**config.mk**
```make
export PLATFORM = sky130hd
export DESIGN_NAME = debounced_edge_detector
export DESIGN_NICKNAME = d
export VERILOG_FILES = /design/src/rtl/debounced_edge_detector_pkg.sv /design/src/rtl/debounced_edge_detector_sync.sv /design/src/rtl/debounced_edge_detector.sv
export SDC_FILE = /design/constraint.sdc
export NUM_CORES = 1
export LEC_CHECK = 0
export CELL_PAD_IN_SITES_DETAIL_PLACEMENT = 0
export CELL_PAD_IN_SITES_GLOBAL_PLACEMENT = 1
export CORE_ASPECT_RATIO = 0.5
export CORE_UTILIZATION = 41
export CTS_BUF_LIST = sky130_fd_sc_hd__clkbuf_2 sky130_fd_sc_hd__clkbuf_4 sky130_fd_sc_hd__clkbuf_8
export DETAILED_ROUTE_END_ITERATION = 10
export MAX_ROUTING_LAYER = met4
export PLACE_DENSITY_LB_ADDON = 0.1
export SLEW_MARGIN = 0
export SYNTH_ARGS = -nofsm -noshare
export SYNTH_HDL_FRONTEND = slang
export SYNTH_SLANG_ARGS = --single-unit
```
**constraint.sdc**
```tcl
create_clock -name clk -period 1.8 [get_ports clk]
set_input_delay 0.18 -clock clk [delete_from_list [all_inputs] [get_ports clk]]
set_output_delay 0.18 -clock clk [all_outputs]
set_load 0.02 [all_outputs]
```
**src/rtl/debounced_edge_detector_pkg.sv**
```systemverilog
// Shared constants and helpers for the debounced edge detector.
// Edge-mode encodings and the pulse-qualification function.
package debounced_edge_detector_pkg;

  localparam logic [1:0] EDGE_MODE_OFF  = 2'b00;
  localparam logic [1:0] EDGE_MODE_RISE = 2'b01;
  localparam logic [1:0] EDGE_MODE_FALL = 2'b10;
  localparam logic [1:0] EDGE_MODE_BOTH = 2'b11;

  // 1 when a flip in the given direction should raise a pulse.
  function automatic logic edge_fires(
    input logic [1:0] mode,
    input logic       rising
  );
    logic fire;
    fire = 1'b0;
    unique case (mode)
      EDGE_MODE_OFF:  fire = 1'b0;
      EDGE_MODE_RISE: fire = rising;
      EDGE_MODE_FALL: fire = ~rising;
      EDGE_MODE_BOTH: fire = 1'b1;
      default:        fire = 1'b0;
    endcase
    return fire;
  endfunction

endpackage

```
**src/rtl/debounced_edge_detector_sync.sv**
```systemverilog
// Multi-bit synchroniser: SYNC_STAGES flops per bit, cleared by rst.
// Ports: clk, rst (sync, active high), d_i raw bus, q_o last stage.
module debounced_edge_detector_sync #(
  parameter int WIDTH       = 2,
  parameter int SYNC_STAGES = 2
) (
  input  logic             clk,
  input  logic             rst,
  input  logic [WIDTH-1:0] d_i,
  output logic [WIDTH-1:0] q_o
);

  logic [WIDTH-1:0] stage_q [SYNC_STAGES];

  always_ff @(posedge clk) begin
    if (rst) begin
      for (int s = 0; s < SYNC_STAGES; s++) begin
        stage_q[s] <= '0;
      end
    end else begin
      stage_q[0] <= d_i;
      for (int s = 1; s < SYNC_STAGES; s++) begin
        stage_q[s] <= stage_q[s-1];
      end
    end
  end

  assign q_o = stage_q[SYNC_STAGES-1];

endmodule

```
**src/rtl/debounced_edge_detector.sv**
```systemverilog
// Multi-channel synchroniser + tick debouncer + mode-selectable edge pulse.
// Ports: clk, rst (sync, active high), signal_in raw bus, edge_mode
// (2 bits/channel), signal_out level, edge_detect_pulse, any_edge.
module debounced_edge_detector
  import debounced_edge_detector_pkg::*;
#(
  parameter int WIDTH          = 2,
  parameter int SYNC_STAGES    = 2,
  parameter int SAMPLE_CNT_MAX = 62500,
  parameter int STABLE_SAMPLES = 200
) (
  input  logic               clk,
  input  logic               rst,
  input  logic [WIDTH-1:0]   signal_in,
  input  logic [2*WIDTH-1:0] edge_mode,
  output logic [WIDTH-1:0]   signal_out,
  output logic [WIDTH-1:0]   edge_detect_pulse,
  output logic               any_edge
);

  localparam int TW = $clog2(SAMPLE_CNT_MAX + 1);
  localparam int DW = $clog2(STABLE_SAMPLES + 1);
  localparam logic [TW-1:0] TICK_LAST = TW'(SAMPLE_CNT_MAX - 1);
  localparam logic [DW-1:0] DB_LAST   = DW'(STABLE_SAMPLES - 1);

  logic [WIDTH-1:0] sync;

  debounced_edge_detector_sync #(
    .WIDTH       (WIDTH),
    .SYNC_STAGES (SYNC_STAGES)
  ) u_sync (
    .clk (clk),
    .rst (rst),
    .d_i (signal_in),
    .q_o (sync)
  );

  // Shared sample tick
  logic [TW-1:0] tick_cnt_q, tick_cnt_d;
  logic          tick_q, tick_d;

  always_comb begin
    tick_d     = (tick_cnt_q == TICK_LAST);
    tick_cnt_d = tick_d ? '0 : tick_cnt_q + TW'(1);
  end

  always_ff @(posedge clk) begin
    if (rst) begin
      tick_cnt_q <= '0;
      tick_q     <= 1'b0;
    end else begin
      tick_cnt_q <= tick_cnt_d;
      tick_q     <= tick_d;
    end
  end

  // Per-channel debounce and edge qualification
  logic [WIDTH-1:0] lvl_q, lvl_d;
  logic [WIDTH-1:0] pulse_q, pulse_d;
  logic             any_q;

  for (genvar i = 0; i < WIDTH; i++) begin : g_ch
    logic [DW-1:0] cnt_q, cnt_d;
    logic          flip;

    // Counter only advances while the synced input disagrees
    // with the current level; any agreeing tick restarts it.
    always_comb begin
      cnt_d = cnt_q;
      flip  = 1'b0;
      if (tick_q) begin
        if (sync[i] == lvl_q[i]) begin
          cnt_d = '0;
        end else if (cnt_q == DB_LAST) begin
          cnt_d = '0;
          flip  = 1'b1;
        end else begin
          cnt_d = cnt_q + DW'(1);
        end
      end
    end

    always_ff @(posedge clk) begin
      if (rst) begin
        cnt_q <= '0;
      end else begin
        cnt_q <= cnt_d;
      end
    end

    assign lvl_d[i]   = lvl_q[i] ^ flip;
    // Old level 0 means this flip is a rising one.
    assign pulse_d[i] = flip &
      edge_fires(edge_mode[2*i +: 2], ~lvl_q[i]);
  end

  always_ff @(posedge clk) begin
    if (rst) begin
      lvl_q   <= '0;
      pulse_q <= '0;
      any_q   <= 1'b0;
    end else begin
      lvl_q   <= lvl_d;
      pulse_q <= pulse_d;
      any_q   <= |pulse_d;
    end
  end

  assign signal_out        = lvl_q;
  assign edge_detect_pulse = pulse_q;
  assign any_edge          = any_q;

endmodule

```
==> results.sh <==
export IMPL_power_leakage_nw=0.737
export IMPL_final_cell_area_sq_um=2150
export IMPL_yosysSeqAreaShare_pct=46.7
export IMPL_drv_slew=0
export IMPL_critPathKind="reg2reg"
export IMPL_core_sq_um=4040
export IMPL_finalSetupTns_ns=0
export IMPL_cp_start_kind="flip-flop"
export IMPL_use_met3_pct=6.07
export IMPL_cts_buffers=5
export IMPL_grt_max_degree=17
export IMPL_cp_required_ns=2.02
export IMPL_use_met2_pct=22.7
export IMPL_cts_sinks=42
export IMPL_grt_setup_unrepaired="false"
export IMPL_row_count=16
export IMPL_syn_area_sq_um=1800
export IMPL_grt_first_pass_wirelength_um=5430
export IMPL_synthCells=200
export IMPL_gr_total_overflow=0
export IMPL_ant_nets=0
export IMPL_gp_congestion=0.756
export IMPL_syn_nets=211
export IMPL_hold_violations=0
export IMPL_grt_pass1_vias=1251
export IMPL_diodes=0
export IMPL_cts_tree="yes"
export IMPL_nNetsFinal=235
export IMPL_die_w_um=95.7
export IMPL_drive_above_1_share_pct=9.78
export IMPL_fmax_mhz=597
export IMPL_layout_commonest_cell="dfxtp_1"
export IMPL_power_density_nw_per_um2=815
export IMPL_ys_types=35
export IMPL_portBuffers=12
export IMPL_vias=1368
export IMPL_layout_cells_most_common_list="41 x dfxtp_1, 35 x nor2_1, 15 x xnor2_1"
export IMPL_vias_per_cell=4.90
export IMPL_placed_area_sq_um=2040
export IMPL_clk_pin_slew_ns=0.08
export IMPL_top_usage_layer="met2"
export IMPL_fin_skew_ns=0.00445
export IMPL_drt_initial_drc_count=16
export IMPL_clk_path_buf_depth=2
export IMPL_syn_to_final_growth_pct=19.5
export IMPL_wl_per_cell_um=11.3
export IMPL_yosys_warnings=0
export IMPL_tightest_slew_ns=0.379
export IMPL_drc=0
export IMPL_ios=13
export IMPL_first_pass_iters=4
export IMPL_setup_viol=0
export IMPL_ys_ff_latch=42
export IMPL_grtUsageMet1_pct=20.4
export IMPL_crit_arrival_ns=1.90
export IMPL_clkLatencyLatePin_ns=0.29
export IMPL_dp_hpwl_um=2280
export IMPL_dieArea_sq_um=4670
export IMPL_crit_fanout=4
export IMPL_vdd_ir_drop_worst_v=0.000319
export IMPL_slew_headroom_pct=74.6
export IMPL_grt_total_usage_pct=15.7
export IMPL_rrSetupSlack_ns=0.13
export IMPL_hold_path_class="in2reg"
export IMPL_preCtsSetupSlack_ns=0.0972
export IMPL_whs_ns=0.435
export IMPL_maxCapViolCount=0
export IMPL_initial_core_util_pct=44.5
export IMPL_synth_avg_cell_area_sq_um=9.00
export IMPL_fin_crit_ns=1.67
export IMPL_layout_setup_ws_ns=0.126
export IMPL_outcome="finished clean"
export IMPL_clockRootBuffer="clkbuf_8"
export IMPL_critPathCaptureType="flip-flop"
export IMPL_die_h_um=48.8
export IMPL_final_period_utilization_pct=93.0
export IMPL_hold_buffers=0
export IMPL_htreeDepth=2
export IMPL_wl_um=3150
export IMPL_antenna_found_initial=0
## through the flow
step                utilization, %  total power, W  instances
floorplan                        -        0.000996        200
global placement              50.3         0.00103        271
detailed placement            50.3         0.00103        271
CTS                           53.2         0.00178        279
global route                  53.2         0.00183        279
finish                        53.2         0.00175        279
## power breakdown
group	internal [W]	leakage, nW	switching, W
logic	0.0000307	0.342	0.0000248
registers	0.000938	0.340	0.00000897
clock network	0.000429	0.0548	0.000321
## worst max-delay path, stage by stage, from the launching register on
cell,delay (ns)
dfxtp_1,0.37
ha_1,0.18
nand2_1,0.08
or4_4,0.53
or3_1,0.32
a21oi_1,0.14
## kinds of logic (layout without fill, tap and decap cells)
family | after synthesis | after routing | share of synthesized area (%)
buf+inv | 9 | 34 | 2.29
xor+xnor | 25 | 25 | 12.2
flops | 42 | 42 | 46.7
compound gates | 16 | 16 | 5.08
simple gates | 102 | 102 | 30.0
fa+ha+maj | 3 | 3 | 2.09
mux | 3 | 3 | 1.67
## registers in the layout, summed over array words and instances, names as in the netlist
register           count
g_ch.cnt_q            16
tick_cnt_q            16
u_sync.stage_q         4
edge_detect_pulse      2
signal_out             2
any_edge               1
tick_q                 1
## Yosys cell counts
cell       n  area, sq um
clkbuf_1   4         15.0
nor4bb_1   2         20.0
dfxtp_1   42          841
nand3b_1   4         30.0
and4b_1    1         10.0
inv_1      4         15.0
nand4_1    6         37.5
ha_1       3         37.5
and2_1     1         6.26
o21bai_1   2         15.0
nor2_1    35          131
and4_1     1         8.76
a21oi_1    7         35.0
nor4_1     4         25.0
buf_6      1         11.3
or3_1      2         12.5
nor3b_1    1         7.51
or2_2      1         6.26
nor2b_1    4         25.0
xor2_1    10         87.6
nand3_2    1         10.0
or4_1      1         7.51
xnor2_1   15          131
nand2b_1   1         6.26
mux2i_1    3         30.0
a211oi_1   1         7.51
nor3_1     5         25.0
nand2_1   11         41.3
or4_4      1         11.3
nor4b_1    3         26.3
a41oi_1    1         8.76
nand3_1   14         70.1
nand4b_1   1         8.76
and3_1     2         12.5
o21ai_0    5         25.0
## path summary, 6_finish.rpt
check        cells past startpoint                     start                         endpoint
max                              5  tick_cnt_q[1]$_SDFF_PP0_        tick_cnt_q[14]$_SDFF_PP0_
min                              2              signal_in[1]  u_sync.stage_q[0][1]$_SDFF_PP0_
min reg2reg                      1  tick_cnt_q[0]$_SDFF_PP0_         tick_cnt_q[0]$_SDFF_PP0_
max reg2reg                      5  tick_cnt_q[1]$_SDFF_PP0_        tick_cnt_q[14]$_SDFF_PP0_
## per-layer routing
metal	up-vias	part of all wire, %
li1	742	-
met1	614	54
met2	8	43
met3	4	2.7
met4	0	0.64
met5	-	0
## repair_timing
item                                    in CTS  in global routing
endpoints found under the setup margin       0                  1
buffers inserted                             0                  0
resized for setup                            0                  1
## area by class of cell
| class | count | area, sq um |
|---|---|---|
| timing repair buffer | 22 | 195 |
| fill | 389 | 1890 |
| sequential | 42 | 842 |
| tap | 54 | 67.6 |
| inverter | 4 | 15.0 |
| clock inverter | 2 | 37.5 |
| multi-input combinational | 149 | 917 |
| clock buffer | 6 | 76.3 |
No activity file was read; power rests on OpenSTA's default activity.
